===== config.mk =====
export PLATFORM = sky130hd
export DESIGN_NAME = pid_pwm_out_flat
export DESIGN_NICKNAME = d
export VERILOG_FILES = /design/src/rtl/pid_pwm_pkg.sv /design/src/rtl/pid_pwm_out_if.sv /design/src/rtl/pid_pwm_out_channel.sv /design/src/rtl/pid_pwm_out.sv /design/src/flat_wrapper.sv
export SDC_FILE = /design/constraint.sdc
export NUM_CORES = 1
export LEC_CHECK = 0
export ABC_AREA = 1
export ABC_CLOCK_PERIOD_IN_PS = 2250
export BUFFER_PORTS_ARGS = -buffer_cell sky130_fd_sc_hd__buf_2
export CORE_ASPECT_RATIO = 2
export CORE_MARGIN = 2
export CORE_UTILIZATION = 45
export DETAILED_ROUTE_END_ITERATION = 12
export PLACE_DENSITY_LB_ADDON = 0.2
export REMOVE_ABC_BUFFERS = 1
export SLEW_MARGIN = 0
export SYNTH_ARGS = -nofsm -noshare
export SYNTH_HDL_FRONTEND = slang
export SYNTH_SLANG_ARGS = --single-unit

===== constraint.sdc =====
create_clock -name clk -period 2.25 [get_ports clk]
set_input_delay 0.45 -clock clk [delete_from_list [all_inputs] [get_ports clk]]
set_output_delay 0.45 -clock clk [all_outputs]
set_load 0.02 [all_outputs]

===== src/rtl/pid_pwm_pkg.sv =====
// Shared types and helpers for the PID PWM output stage.
// Optional feature macro: PID_PWM_DEADTIME_EN (channel deadtime FSM).
package pid_pwm_pkg;

   typedef enum logic {
      ST_RUN  = 1'b0,
      ST_DEAD = 1'b1
   } ch_state_t;

   // Magnitude width derived from the signed power width.
   function automatic int pwm_mw(input int ow);
      return ow - 1;
   endfunction

   // |v| for a sign-extended ow-bit value; the most negative code clamps to
   // the largest positive magnitude so the result never wraps.
   function automatic logic [31:0] sat_abs(input logic signed [31:0] i_v, input int ow);
      logic signed [31:0] w_min;
      logic [31:0]        w_max;
      w_min = -(32'sd1 <<< (ow - 1));
      w_max = (32'd1 << (ow - 1)) - 32'd1;
      if (i_v == w_min)
         return w_max;
      else if (i_v < 0)
         return 32'(-i_v);
      else
         return 32'(i_v);
   endfunction

endpackage


===== src/rtl/pid_pwm_out_if.sv =====
// Bus between the PID core (master) and the PWM output stage (slave).
// Optional feature macro: PID_PWM_DEADTIME_EN (no effect on this interface).
interface pid_pwm_out_if #(
   parameter int aw = 1,
   parameter int ow = 12
);
   localparam int an = 2 ** aw;

   logic [aw-1:0]        a;
   logic signed [ow-1:0] m_k;
   logic                 load;
   logic [an-1:0]        pwm;
   logic [an-1:0]        dir;
   logic                 period;

   modport master (output a, m_k, load, input pwm, dir, period);
   modport slave  (input a, m_k, load, output pwm, dir, period);
endinterface


===== src/rtl/pid_pwm_out_channel.sv =====
// One PWM channel: shadow/active duty, compare against the shared counter,
// and (with PID_PWM_DEADTIME_EN) a deadtime FSM on direction reversal.
module pid_pwm_channel
   import pid_pwm_pkg::*;
#(
   parameter  int ow       = 12,
   parameter  int deadtime = 16,
   localparam int mw       = pwm_mw(ow)
) (
   input  logic                 clk,
   input  logic                 rst_n,
   input  logic                 i_load,
   input  logic signed [ow-1:0] i_m_k,
   input  logic                 i_boundary,
   input  logic [mw-1:0]        i_cnt,
   output logic                 o_pwm,
   output logic                 o_dir
);

   logic [mw-1:0] w_mag_in, w_nxt_mag, r_sh_mag, r_act_mag;
   logic          w_dir_in, w_nxt_dir, r_sh_dir, r_act_dir;
   logic          w_run, r_pwm, r_dir;

   assign w_mag_in  = mw'(sat_abs(32'(i_m_k), ow));
   assign w_dir_in  = i_m_k[ow-1];
   // A load on the boundary clock goes straight to the active register.
   assign w_nxt_mag = i_load ? w_mag_in : r_sh_mag;
   assign w_nxt_dir = i_load ? w_dir_in : r_sh_dir;

   // Shadow duty: last captured value wins until the next boundary.
   always_ff @(posedge clk or negedge rst_n) begin
      if (!rst_n) begin
         r_sh_mag <= '0;
         r_sh_dir <= 1'b0;
      end else if (i_load) begin
         r_sh_mag <= w_mag_in;
         r_sh_dir <= w_dir_in;
      end
   end

   // Active duty changes only at period boundaries, keeping pulses glitch-free.
   always_ff @(posedge clk or negedge rst_n) begin
      if (!rst_n) begin
         r_act_mag <= '0;
         r_act_dir <= 1'b0;
      end else if (i_boundary) begin
         r_act_mag <= w_nxt_mag;
         r_act_dir <= w_nxt_dir;
      end
   end

`ifdef PID_PWM_DEADTIME_EN
   localparam int DW = (deadtime > 0) ? $clog2(deadtime + 1) : 1;

   ch_state_t     r_state, w_state_nxt;
   logic [DW-1:0] r_dead, w_dead_nxt;
   logic          w_rev;

   assign w_rev = i_boundary && (w_nxt_dir != r_act_dir) && (w_nxt_mag != '0) && (deadtime > 0);

   // Deadtime FSM state and down-counter registers.
   always_ff @(posedge clk or negedge rst_n) begin
      if (!rst_n) begin
         r_state <= ST_RUN;
         r_dead  <= '0;
      end else begin
         r_state <= w_state_nxt;
         r_dead  <= w_dead_nxt;
      end
   end

   // Enter/extend DEAD on a reversal; leave after deadtime clocks.
   always_comb begin
      w_state_nxt = r_state;
      w_dead_nxt  = r_dead;
      case (r_state)
         ST_RUN: begin
            if (w_rev) begin
               w_state_nxt = ST_DEAD;
               w_dead_nxt  = DW'(deadtime - 1);
            end
         end
         ST_DEAD: begin
            if (w_rev)
               w_dead_nxt = DW'(deadtime - 1);
            else if (r_dead == '0)
               w_state_nxt = ST_RUN;
            else
               w_dead_nxt = r_dead - DW'(1);
         end
         default: w_state_nxt = ST_RUN;
      endcase
   end

   assign w_run = (r_state == ST_RUN);
`else
   logic w_unused_dt;
   assign w_unused_dt = (deadtime > 0);
   assign w_run       = 1'b1;
`endif

   // Registered compare: one clock behind the shared counter.
   always_ff @(posedge clk or negedge rst_n) begin
      if (!rst_n) begin
         r_pwm <= 1'b0;
         r_dir <= 1'b0;
      end else begin
         r_pwm <= w_run && (i_cnt < r_act_mag);
         r_dir <= r_act_dir;
      end
   end

   assign o_pwm = r_pwm;
   assign o_dir = r_dir;

endmodule


===== src/rtl/pid_pwm_out.sv =====
// PID PWM output stage top: reset synchroniser, prescaler, shared period
// counter, load address decode and one pid_pwm_channel per address.
// Optional feature macro: PID_PWM_DEADTIME_EN (enables channel deadtime).
module pid_pwm_out
   import pid_pwm_pkg::*;
#(
   parameter int aw       = 1,
   parameter int ow       = 12,
   parameter int prescale = 0,
   parameter int deadtime = 16
) (
   input logic          clk,
   input logic          reset_n,
   pid_pwm_out_if.slave bus
);

   localparam int an = 2 ** aw;
   localparam int mw = pwm_mw(ow);
   localparam int PW = (prescale > 0) ? $clog2(prescale + 1) : 1;

   logic [1:0]    r_rst_sync;
   logic          w_rst_n;
   logic [PW-1:0] r_pre;
   logic [mw-1:0] r_cnt;
   logic          r_period;
   logic          w_tick, w_boundary;
   logic [an-1:0] w_pwm, w_dir;

   // Reset asserts asynchronously and releases on a clock edge.
   always_ff @(posedge clk or negedge reset_n) begin
      if (!reset_n) r_rst_sync <= 2'b00;
      else          r_rst_sync <= {r_rst_sync[0], 1'b1};
   end

   assign w_rst_n    = r_rst_sync[1];
   assign w_tick     = (r_pre == PW'(prescale));
   assign w_boundary = w_tick && (r_cnt == {mw{1'b1}});

   // Prescaler: one counter tick every prescale+1 clocks.
   always_ff @(posedge clk or negedge w_rst_n) begin
      if (!w_rst_n)    r_pre <= '0;
      else if (w_tick) r_pre <= '0;
      else             r_pre <= r_pre + PW'(1);
   end

   // Shared period counter (wraps naturally) and boundary pulse.
   always_ff @(posedge clk or negedge w_rst_n) begin
      if (!w_rst_n) begin
         r_cnt    <= '0;
         r_period <= 1'b0;
      end else begin
         if (w_tick) r_cnt <= r_cnt + mw'(1);
         r_period <= w_boundary;
      end
   end

   for (genvar g = 0; g < an; g++) begin : g_ch
      pid_pwm_channel #(
         .ow       (ow),
         .deadtime (deadtime)
      ) u_ch (
         .clk        (clk),
         .rst_n      (w_rst_n),
         .i_load     (bus.load && (bus.a == aw'(g))),
         .i_m_k      (bus.m_k),
         .i_boundary (w_boundary),
         .i_cnt      (r_cnt),
         .o_pwm      (w_pwm[g]),
         .o_dir      (w_dir[g])
      );
   end

   assign bus.pwm    = w_pwm;
   assign bus.dir    = w_dir;
   assign bus.period = r_period;

endmodule


===== src/flat_wrapper.sv =====
// flat-port wrapper written by rule: the top's interface ports become plain ports
module pid_pwm_out_flat import pid_pwm_pkg::*;
#(
   parameter int aw       = 1,
   parameter int ow       = 12,
   parameter int prescale = 0,
   parameter int deadtime = 16
)
  (clk, reset_n, bus_a, bus_m_k, bus_load, bus_pwm, bus_dir, bus_period);
  pid_pwm_out_if #(.aw(aw), .ow(ow)) bus_i ();
  input logic clk;
  input logic reset_n;
  input wire logic [$bits(bus_i.a)-1:0] bus_a;
  input wire logic [$bits(bus_i.m_k)-1:0] bus_m_k;
  input wire logic [$bits(bus_i.load)-1:0] bus_load;
  output wire logic [$bits(bus_i.pwm)-1:0] bus_pwm;
  output wire logic [$bits(bus_i.dir)-1:0] bus_dir;
  output wire logic [$bits(bus_i.period)-1:0] bus_period;
  assign bus_i.a = bus_a;
  assign bus_i.m_k = bus_m_k;
  assign bus_i.load = bus_load;
  assign bus_pwm = bus_i.pwm;
  assign bus_dir = bus_i.dir;
  assign bus_period = bus_i.period;
  pid_pwm_out #(.aw(aw), .ow(ow), .prescale(prescale), .deadtime(deadtime)) u_core (.clk(clk), .reset_n(reset_n), .bus(bus_i));
endmodule

== Yosys cells after proc, flatten, opt, wreduce, memory -nomap -nowiden ==
Cells that the tools add are included.
Widths: inputs -> output; s select.
Word-level totals
  logic and storage cells: 36
  input port bits: 16
  register bits: 67
Cells by class
  muxes and demuxes: 7
  bitwise logic cells: 2
  reduce and logical (&&, ||, !) cells: 3
  equality and inequality tests: 2
  add/sub/neg operators: 3
  magnitude comparators: 3
Operators with widths (number)
  $mux 11: 4
  $lt 11x11->1: 2
  $eq 12x12->1 const B: 1
  $lt 12x1->1 const B: 1
  $add 11x1->11 const B: 1
  $eq 11x11->1 const B: 1
  $neg 11->11: 1
  $logic_and 1x1->1: 3
  $mux 1: 3
  $not 1->1: 2
  $add 1x1->1 const B: 1

== Depth between registers and ports, before layout ==
Gate-level depths: netlist of the first run.
  word-level depth: 4
  gate-level depth with buffers: 10

== Modules after synthesis ==
Synthesis of the first run repeated with hierarchy kept, for this count alone.
Unflattened totals
  cell total of the unflattened synthesis: 466
  area total of the unflattened synthesis: 3726.1 µm²
Modules (own cells, without submodules)
  pid_pwm_channel: area each 1556.5 µm², instances 2, cells an instance 199, sequential area each 650.6 µm²
  pid_pwm_out: area each 613.1 µm², instances 1, cells an instance 68, sequential area each 350.3 µm²

== Worst setup path before layout of the first run ==
Ideal clock, no wire load.
  path type: input port to flip-flop
  from: input port bus_m_k[0]
  to: register u_core.g_ch[0].u_ch.r_act_mag[5]
  cell stages on the path: 9
  slack: 0.739 ns
  arrival time: 1.434 ns
  required time: 2.174 ns
  buffers on the path: 1
  path through: inv_1 -> ha_1 -> nand2_1 -> nor2_4 -> nand3b_4 -> buf_6 -> nand4_1 -> nand3_1 -> o21ai_1
On the way
  cells in the longest elaborated chain, start to end: 4
  elaborated cells on any way between the ends: 6
  those cells by class: add/sub: 1; order compare: 1; eq/ne: 1; mux: 3
Ends and longest elaborated chain
  start: declaration: RTL line flat_wrapper.sv:14  | input wire logic [$bits(bus_i.m_k)-1:0] bus_m_k;
  $neg 11->11 or $lt 12x1->1 (tied branches): RTL line pid_pwm_pkg.sv:25, pid_pwm_pkg.sv:24
  $mux 11: RTL line pid_pwm_pkg.sv:24  | else if (i_v < 0)
  $mux 11 (*): RTL line pid_pwm_pkg.sv:22  | if (i_v == w_min)
  $mux 11 (*)
  end signal: assignment: RTL line pid_pwm_out_channel.sv:47  | r_act_mag <= w_nxt_mag;
  end: declaration: RTL line pid_pwm_out_channel.sv:20  | logic [mw-1:0] w_mag_in, w_nxt_mag, r_sh_mag, r_act_mag;
Mark *: on every way between the ends. The rest lies on a longest branch, timed or not.
A chain may end at the register's enable or synchronous reset.

== Final worst setup path of the first run ==
  from: register u_core.r_cnt[1]
  to: register u_core.g_ch[0].u_ch.r_act_mag[5]
On the way
  cells in the longest elaborated chain, start to end: 2
Ends and longest elaborated chain
  start: declaration: RTL line pid_pwm_out.sv:24  | logic [mw-1:0] r_cnt;
  start signal: assignment: RTL line pid_pwm_out.sv:52  | if (w_tick) r_cnt <= r_cnt + mw'(1);
  $eq 11x11->1: RTL line pid_pwm_out.sv:37  | assign w_boundary = w_tick && (r_cnt == {mw{1'b1}});
  $logic_and 1x1->1: RTL line pid_pwm_out.sv:37
No other way between the ends.

==> results.json, run 1 <==
{
  "finalCritPeriodShare_pct": 76.3,
  "drv_cap": 0,
  "grt_overflow": 0,
  "drc": 0,
  "synth_seq_cells": 66,
  "grt_pass1_wl_um": 11800,
  "place_congestion": 0.845,
  "min_path_type": "flip-flop to asynchronous set/reset pin",
  "ir_drop_mv": 0.479,
  "num_rows": 44,
  "grt_max_degree": 43,
  "ys_types": 32,
  "detailed_place_hpwl_um": 5200,
  "tritoncts": "built",
  "wl_per_cell_um": 13.8,
  "nNetsFinal": 434,
  "outcome": "finished clean",
  "clk_pin_slew_worst_paths_ns": 0.05,
  "cp_num_buf_inv": 0,
  "root_buffer": "clkbuf_16",
  "critPathMostFrequentCell": "nor2_4",
  "cts-resized-gates": 0,
  "hold_viol_final": 0,
  "grt.total_usage_pct": 18.8,
  "worst_setup_path_start_kind": "flip-flop",
  "start_util_pct": 46.7,
  "grt_pass1_vias": 2622,
  "clock_skew_ns": 0.00608,
  "synth_top_family_by_area": "simple AND/OR/NAND/NOR gates",
  "synthesis.area_um2": 3390,
  "ys_warn_count": 0,
  "synth_xor_xnor_area_share_pct": 3.10,
  "p_leak_nw": 1.87,
  "io_buffers": 20,
  "power.total_mw": 2.70,
  "cp_cell_sequence": "ha_1 -> nand2_1 -> nor2_4 -> nand4_2 -> nor2_4 -> nand3_1 -> o21ai_1",
  "cts.htree.levels": 3,
  "synthAdderAreaFrac_pct": 8.12,
  "worst_slew_pin_slew_ns": 0.614,
  "relSlewSlack_pct": 59.0,
  "critPathTopFamily": "simple AND/OR/NAND/NOR gates",
  "end_kind": "flip-flop",
  "ys_seq_area_share_pct": 48.7,
  "async_flop_share_pct": 100,
  "final_util_pct": 52.5,
  "final_layout_size_suffix_gt1_share_pct": 16.2,
  "maxSlewViolCount": 0,
  "synthSimpleGateAreaFrac_pct": 26.6,
  "powerDensity_nw_per_um2": 707,
  "period_needed_ns": 1.72,
  "initialDrtViolationCount": 89,
  "setup_viol": 0,
  "stdcell_area_um2": 3820,
  "dp.cells": 476,
  "crit_slowest_cell": "dfrtp_1",
  "area_growth_pct": 12.5,
  "chipHeight_um": 127,
  "critical_path.max_fanout": 17,
  "via_per_inst": 5.00,
  "synth-edff-count": 0,
  "rsz0062_at_grt": "false",
  "die-area_um2": 8290,
  "synth_mux_area_share_pct": 0,
  "critical_path_class": "flip-flop to flip-flop",
  "finalNonFillerCells": 493,
  "die_width_um": 65.4,
  "boundaryPins": 21,
  "synth_ff_type": "dfrtp_1",
  "antenna_left": 0,
  "tns_ns": 0,
  "cts_buffers": 9,
  "insertion_delay_ns": 0.32,
  "arrival_ns": 1.96,
  "dr.pass1.iters": 4,
  "antenna_found_initial": 0,
  "synth_cells": 375,
  "via_count": 2464,
  "core-area_um2": 7270,
  "clkSinkCount": 66,
  "synth_compound_area_share_pct": 6.42,
  "syn_avg_cell_area_um2": 9.04,
  "max_freq_mhz": 583,
  "dpl_cell_area_um2": 3550,
  "diodes": 0,
  "wirelength_um": 6810,
  "clockBufferDepth": 2,
  "max_stage_delay_ns": 0.39,
  "worstPathRequired_ns": 2.50
}
timing repair:
| item | 4_1_cts | 5_1_grt |
|---|---|---|
| hold buffers | 1 | 0 |
| endpoints found under the hold margin | 2 | 0 |
| buffers inserted | 0 | 0 |
stage by stage:
step / hold WS, ns / setup WS (ns)
floorplan: 0.154 / 0.276
global placement: 0.234 / 0.404
detailed placement: 0.236 / 0.333
CTS: 0.271 / 0.480
global route: 0.295 / 0.359
finish: 0.248 / 0.534
kinds of logic (layout without fill, tap and decap cells):
group / count (synthesis) / count (layout)
flip-flops: 66 / 66
AO/OA/AOI/OAI: 36 / 36
other: 1 / 1
buffers and inverters: 52 / 78
AND/OR/NAND/NOR: 186 / 186
XOR/XNOR: 12 / 12
adder cells (fa/ha/maj): 22 / 22
cell usage in the layout (no fill, tap or decap), types with 2 or more instances in the layout:
| cell type | synthesis | final |
|---|---|---|
| nand2_1 | 86 | 86 |
| ha_1 | 22 | 22 |
| or2_2 | 16 | 16 |
| nand4_1 | 14 | 14 |
| buf_2 | 5 | 20 |
| o21ai_1 | 5 | 5 |
| clkbuf_1 | 2 | 3 |
| nor2_1 | 18 | 18 |
| dfrtp_1 | 66 | 65 |
| xor2_1 | 11 | 11 |
| clkbuf_16 | 0 | 9 |
| clkinv_2 | 0 | 4 |
| a211oi_1 | 2 | 2 |
| a21oi_1 | 11 | 11 |
| o21a_1 | 6 | 6 |
| o21ai_0 | 3 | 3 |
| a31oi_1 | 6 | 6 |
| and2_1 | 12 | 12 |
| buf_4 | 5 | 2 |
| nand3_1 | 29 | 29 |
| nor2_4 | 3 | 3 |
| inv_2 | 4 | 4 |
| inv_1 | 34 | 34 |
| nor2_2 | 3 | 3 |
| o221ai_1 | 2 | 2 |
final cells by class:
| class | count | area (um^2) |
|---|---|---|
| inverters | 38 | 143 |
| clock inverters | 4 | 20.0 |
| well taps | 92 | 115 |
| fillers | 731 | 3450 |
| multi-input cells | 257 | 1500 |
| repair buffers | 24 | 145 |
| flip-flops and latches | 66 | 1650 |
| clock buffers | 12 | 236 |
where the power goes:
group / leakage (nW) / internal (mW) / total, mW / switching (mW)
Clock: 0.130 / 0.737 / 1.20 / 0.465
Sequential: 0.809 / 1.25 / 1.27 / 0.0224
Combinational: 0.928 / 0.0961 / 0.220 / 0.124
path summary, 6_finish.rpt:
path,from,to,slack [ns],cells past startpoint
setup / recovery,u_core.r_cnt[1],u_core.g_ch[0].u_ch.r_act_mag[5],0.53,7
hold / removal,u_core.r_rst_sync[1],u_core.g_ch[0].u_ch.o_dir,0.25,0
setup reg to reg,u_core.r_cnt[1],u_core.g_ch[0].u_ch.r_act_mag[5],0.53,7
hold reg to reg,u_core.r_rst_sync[1],u_core.g_ch[0].u_ch.o_dir,0.25,0
max in group asynchronous,u_core.r_rst_sync[1],u_core.g_ch[0].u_ch.o_pwm,1.38,1
min in group clk,u_core.r_rst_sync[0],u_core.r_rst_sync[1],0.35,0
cell usage after synthesis (all sizes together) (2+ instances only):
master  number  area share [%]
dfrtp       66              49
or2         17             3.1
nand2       86             9.5
xor2        11             2.8
inv         38             4.2
ha          22             8.1
a31oi        6             1.1
nand3       29             4.3
and2        12             2.2
nand3b       2            0.81
nand4       15             3.0
buf         12             2.5
o221ai       2            0.52
clkbuf       2            0.22
o21ai        8             1.2
a211oi       2            0.44
a21oi       11             1.6
o21a         6             1.3
nor2        24             3.5
state kept, by name, summed over array words and instances, names as in the netlist:
register,count
u_core.g_ch.u_ch.r_act_dir,2
u_core.g_ch.u_ch.r_sh_dir,2
u_core.g_ch.u_ch.o_dir,2
u_core.g_ch.u_ch.r_sh_mag,22
u_core.g_ch.u_ch.o_pwm,2
u_core.r_rst_sync,2
u_core.bus.period,1
u_core.g_ch.u_ch.r_act_mag,22
u_core.r_cnt,11
per-layer routing:
layer | track usage (%) | wire (um)
met5 | 0 | 0
met1 | 20.5 | 2770
met2 | 33.0 | 3580
met3 | 3.46 | 171
met4 | 11.3 | 291
Power figures use the tool's default switching activity.
==> run 2: changes to the inputs <==
Settings changed: ABC_CLOCK_PERIOD_IN_PS 2250 to 1800.
Clock period 2.25 ns to 1.8 ns, I/O delays scaled along.
==> results.json, run 2 (same netlist as run 1, synthesis figures left out) <==
{
  "min_path_type": "flip-flop to asynchronous set/reset pin",
  "r2r_slack_ns": 0.20,
  "p_leak_nw": 1.94,
  "outcome": "finished clean",
  "initialDrtViolationCount": 96,
  "start_util_pct": 46.7,
  "die_width_um": 65.4,
  "setup_viol": 0,
  "dr.pass1.iters": 4,
  "holdWs_ns": 0.269,
  "tritoncts": "built",
  "critical_path.max_fanout": 4,
  "reg_top3": "u_core.g_ch.u_ch.r_act_mag: 22 flops, u_core.g_ch.u_ch.r_sh_mag: 22 flops, u_core.r_cnt: 11 flops",
  "stdcell_area_um2": 3960,
  "maxSlewViolCount": 0,
  "layout_commonest_cell": "nand2_1",
  "final_layout_size_suffix_gt1_share_pct": 18.4,
  "grt_overflow": 0,
  "p_int_mw": 3.01,
  "finalCritPeriodShare_pct": 89.1,
  "crit_slowest_cell": "dfrtp_1",
  "drc": 0,
  "cp_cell_sequence": "ha_1 -> nand4_1 -> a211oi_1 -> nor2_1",
  "boundaryPins": 21,
  "end_kind": "flip-flop",
  "dpl_cell_area_um2": 3610,
  "p_switching_mw": 0.798,
  "clockBufferDepth": 2,
  "drv_cap": 0,
  "switching_share_pct": 20.9,
  "r2r-end": "u_core.g_ch[1].u_ch.o_pwm",
  "rsz0062_at_grt": "false",
  "clock_skew_ns": 0.00331,
  "grt.total_usage_pct": 19.1,
  "grt_pass1_vias": 2597,
  "via_count": 2493,
  "num_rows": 44,
  "clk_pin_slew_worst_paths_ns": 0.05,
  "antenna_found_initial": 0,
  "hold_viol_final": 0,
  "chipHeight_um": 127,
  "insertion_delay_ns": 0.32,
  "r2r_start": "u_core.r_cnt[10]",
  "cts-resized-gates": 0,
  "wl_per_cell_um": 13.7,
  "nNetsFinal": 441,
  "root_buffer": "clkbuf_16",
  "final_util_pct": 54.5,
  "grt_max_degree": 65,
  "worstPathRequired_ns": 1.99,
  "wirelength_um": 6850,
  "detailed_place_hpwl_um": 5140,
  "fillers": 704,
  "max_freq_mhz": 623,
  "power.share.sequential_pct": 41.6,
  "max_stage_delay_ns": 0.42,
  "rr_worst_depth": 4,
  "area_growth_pct": 16.9,
  "layout_common_cells": "86 x nand2_1, 65 x dfrtp_1, 34 x inv_1",
  "critical_path_class": "flip-flop to flip-flop",
  "core-area_um2": 7270,
  "worst_setup_path_start_kind": "flip-flop",
  "pwr-share-comb_pct": 7.7,
  "cts_buffers": 9,
  "die-area_um2": 8290,
  "clkSinkCount": 66,
  "arrival_ns": 1.80,
  "period_needed_ns": 1.60,
  "p_clk_share_pct": 50.7,
  "io_buffers": 20,
  "diodes": 0,
  "via_per_inst": 4.99,
  "place_congestion": 0.850,
  "grt_pass1_wl_um": 12000,
  "powerDensity_nw_per_um2": 962,
  "cts.htree.levels": 3,
  "antenna_left": 0,
  "ir_drop_mv": 0.670
}
-- run 2: power groups by stage --
stage / registers [mW] / logic, mW / clock network [mW]
global placement: 1.61 / 0.291 / 0
detailed placement: 1.61 / 0.296 / 0
finish: 1.59 / 0.294 / 1.93
floorplan: 1.62 / 0.185 / 0
CTS: 1.59 / 0.298 / 1.97
global route: 1.59 / 0.332 / 2.05
-- run 2: metrics by stage --
stage / power [mW] / worst slack, ns / std cells / TNS (ns)
floorplan: 1.81 / -0.174 / 361 / -11.13
global placement: 1.90 / 0.0993 / 482 / 0
detailed placement: 1.91 / 0.0674 / 482 / 0
CTS: 3.85 / 0.141 / 499 / 0
global route: 3.98 / 0.0514 / 500 / 0
finish: 3.81 / 0.196 / 500 / 0
-- run 2: worst max-delay path: cells and delay by family (launching register included) --
kind                       cells  cell delay, ns
AOI/OAI and AO/OA              1            0.40
and+or+nand+nor                2            0.31
adders and majority gates      1            0.34
DFF                            1            0.42
-- run 2: cell type report --
class / count / area (um^2) / share of cell area (%)
well taps: 92 / 115 / 2.90
multi-input cells: 257 / 1500 / 37.9
repair buffers: 31 / 210 / 5.30
clock buffers: 12 / 267 / 6.72
inverters: 38 / 143 / 3.60
clock inverters: 4 / 72.6 / 1.83
flip-flops and latches: 66 / 1650 / 41.7
-- run 2: routing by layer --
metal  vias up  part of all wire (%)  global-route usage [%]
met5         -                     0                       0
met4         0                   3.2                    9.44
met3        14                   2.1                    4.08
met2        43                    55                    32.7
met1      1157                    40                    21.9
li1       1279                     -                       -
-- run 2: what timing repair did --
action	4_1_cts	5_1_grt
hold buffers	1	0
setup endpoints to repair	0	1
setup buffers	0	1
hold endpoints to repair	2	0
-- run 2: worst max-delay path by stage --
stage / end / slack, ns / start
after floorplan: u_core.bus.period / -0.17 / u_core.r_rst_sync[1]
after global placement: u_core.g_ch[1].u_ch.r_act_mag[4] / 0.1 / bus_m_k[0]
after detailed placement: u_core.g_ch[1].u_ch.r_act_mag[3] / 0.07 / bus_m_k[0]
after CTS: u_core.g_ch[1].u_ch.r_act_mag[6] / 0.14 / u_core.r_cnt[1]
after global routing: u_core.g_ch[1].u_ch.o_pwm / 0.05 / u_core.r_cnt[10]
final: u_core.g_ch[1].u_ch.o_pwm / 0.20 / u_core.r_cnt[10]
==> run 3: changes to the inputs <==
Settings changed: ABC_AREA 1 to 0.
==> results.json, run 3 <==
{
  "grt_pass1_wl_um": 11600,
  "clk_pin_slew_worst_paths_ns": 0.06,
  "final_util_pct": 64.5,
  "synth_seq_cells": 66,
  "finalNonFillerCells": 457,
  "cp_cell_sequence": "buf_8 -> inv_6 -> ha_4 -> or4b_4 -> buf_6 -> nor4_4 -> buf_6 -> inv_1 -> a31oi_1 -> mux2_2",
  "relSlewSlack_pct": 58.5,
  "min_path_type": "flip-flop to asynchronous set/reset pin",
  "synth-edff-count": 0,
  "setup_viol": 7,
  "ys_warn_count": 0,
  "yosysMostFrequentCell": "dfrtp_1",
  "io_buffers": 20,
  "synth.top_cells.by_area": "dfrtp_1 51%, ha_1 8.5%, mux2_2 7.7%",
  "cts_buffers": 9,
  "synth_compound_area_share_pct": 10.3,
  "ir_drop_mv": 0.716,
  "clkSinkCount": 66,
  "met3_usage_pct": 4.16,
  "syn_avg_cell_area_um2": 11.3,
  "synth_xor_xnor_area_share_pct": 4.07,
  "max_stage_delay_ns": 0.49,
  "met2_usage_pct": 36.1,
  "outcome": "complete, but fails checks",
  "holdWs_ns": 0.245,
  "initialDrtViolationCount": 99,
  "nNetsFinal": 400,
  "busiest_layer": "met2",
  "synth_top_family_by_area": "simple AND/OR/NAND/NOR gates",
  "synthesis.area_um2": 3230,
  "powerDensity_nw_per_um2": 888,
  "boundaryPins": 21,
  "critPathMostFrequentCell": "buf_6",
  "cts.htree.levels": 3,
  "drc": 0,
  "maxSlewViolCount": 0,
  "dpl_cell_area_um2": 3650,
  "synthSimpleGateAreaFrac_pct": 12.2,
  "drv_cap": 0,
  "stdcell_area_um2": 4480,
  "wl_per_cell_um": 17.8,
  "async_flop_share_pct": 100,
  "clock_skew_ns": 0.00780,
  "grt_max_degree": 42,
  "synth_top_cell_by_area": "dfrtp_1",
  "place_congestion": 0.773,
  "p_leak_nw": 2.07,
  "worst_setup_path_start_kind": "input pin",
  "diodes": 0,
  "hold_viol_final": 0,
  "fillers": 522,
  "grt_overflow": 0,
  "area_growth_pct": 38.6,
  "synthAdderAreaFrac_pct": 8.52,
  "failed_checks": "negative setup slack",
  "rr_worst_depth": 6,
  "grt.total_usage_pct": 19.8,
  "rsz0062_at_grt": "true",
  "chipHeight_um": 124,
  "max_freq_mhz": 520,
  "num_rows": 43,
  "synth_cells": 287,
  "ys_types": 48,
  "fin_ws_ns": -0.123,
  "final_layout_size_suffix_gt1_share_pct": 42.5,
  "critical_path.max_fanout": 8,
  "layout_common_cells": "65 x dfrtp_1, 44 x buf_4, 24 x inv_1",
  "end_kind": "flip-flop",
  "finalCritPeriodShare_pct": 107,
  "detailed_place_hpwl_um": 4970,
  "synth_ff_type": "dfrtp_1",
  "synth_mux_area_share_pct": 8.90,
  "clockBufferDepth": 2,
  "grt_pass1_vias": 2452,
  "reg_top3": "u_core.g_ch.u_ch.r_act_mag: 22 flops, u_core.g_ch.u_ch.r_sh_mag: 22 flops, u_core.r_cnt: 11 flops",
  "die_width_um": 63.9,
  "layout_commonest_cell": "dfrtp_1",
  "critical_path_class": "input pin to flip-flop",
  "dr.pass1.iters": 4,
  "core-area_um2": 6940,
  "arrival_ns": 2.19,
  "ys_seq_area_share_pct": 51.1,
  "tritoncts": "built",
  "insertion_delay_ns": 0.33,
  "worst_slew_pin_slew_ns": 0.623,
  "wirelength_um": 8120,
  "dp_slack_ns": -0.476,
  "antenna_left": 0,
  "die-area_um2": 7920,
  "dp.cells": 417,
  "via_per_inst": 5.28,
  "synthTopCellsByCount": "66 x dfrtp_1, 26 x inv_1, 26 x nor2_1",
  "worstPathRequired_ns": 2.07,
  "root_buffer": "clkbuf_16",
  "grtUsageMet1_pct": 20.9,
  "via_count": 2412,
  "antenna_found_initial": 0,
  "period_needed_ns": 1.92,
  "crit_slowest_cell": "or4b_4",
  "start_util_pct": 46.6,
  "yosys.area.top_type_share_pct": 51.1
}
run 3: path summary, 6_finish.rpt:
check                                startpoint                                to  slack (ns)
max in group asynchronous  u_core.r_rst_sync[1]         u_core.g_ch[0].u_ch.o_pwm        0.94
min in group clk           u_core.r_rst_sync[0]              u_core.r_rst_sync[1]        0.35
min reg2reg                u_core.r_rst_sync[1]  u_core.g_ch[1].u_ch.r_act_mag[1]        0.25
max reg2reg                     u_core.r_cnt[7]  u_core.g_ch[0].u_ch.r_act_mag[8]        0.01
max                                  bus_m_k[1]  u_core.g_ch[1].u_ch.r_act_mag[8]       -0.12
min                        u_core.r_rst_sync[1]  u_core.g_ch[1].u_ch.r_act_mag[1]        0.25
run 3: layout make-up:
class                           instances  area (um^2)  share of cell area (%)
Sequential cell                        66         1650                    36.9
Clock buffer                           10          229                    5.11
Tap cell                               90          113                    2.51
Multi-Input combinational cell        184         1640                    36.6
Inverter                               26          105                    2.35
Clock inverter                          6          114                    2.54
Timing Repair Buffer                   75          627                    14.0
run 3: per-stage QoR:
stage,total power [mW],TNS (ns)
final,3.98,-0.607
after global routing,4.12,-1.65
after CTS,3.91,-0.238
after detailed placement,1.89,-13.58
after global placement,1.88,-12.90
after floorplan,1.76,-28.74
run 3: logic make-up after synthesis:
logic type,count (synthesis)
AND/OR/NAND/NOR,74
flip-flops,66
AO/OA/AOI/OAI,47
buffers and inverters,37
multiplexers,25
adder cells (fa/ha/maj),22
XOR/XNOR,15
other,1
run 3: layer usage:
layer | up-vias | part of all wire, %
li1 | 1145 | -
met1 | 1189 | 37
met2 | 57 | 56
met3 | 21 | 2.9
met4 | 0 | 3.7
met5 | - | 0
run 3: worst max-delay path: cells and delay by family:
kind	cells	cell delay [ns]
and+or+nand+nor	2	0.63
muxes	1	0.22
AOI/OAI and AO/OA	1	0.28
adders and majority gates	1	0.13
buffers and inverters	5	0.58
run 3: power by group:
| part | internal, mW | leakage [nW] | total [mW] | switching [mW] |
|---|---|---|---|---|
| registers | 1.57 | 0.850 | 1.60 | 0.0347 |
| clock network | 1.36 | 0.159 | 2.01 | 0.652 |
| logic | 0.160 | 1.06 | 0.368 | 0.209 |
| total | 3.08 | 2.07 | 3.98 | 0.895 |
run 3: what timing repair did:
action / in CTS / in global routing
cloned: 0 / 2
buffers inserted: 1 / 20
resized for setup: 14 / 56
setup endpoints to repair: 23 / 27
pin swaps: 4 / 14
endpoints found under the hold margin: 2 / 0
hold buffers: 1 / 0
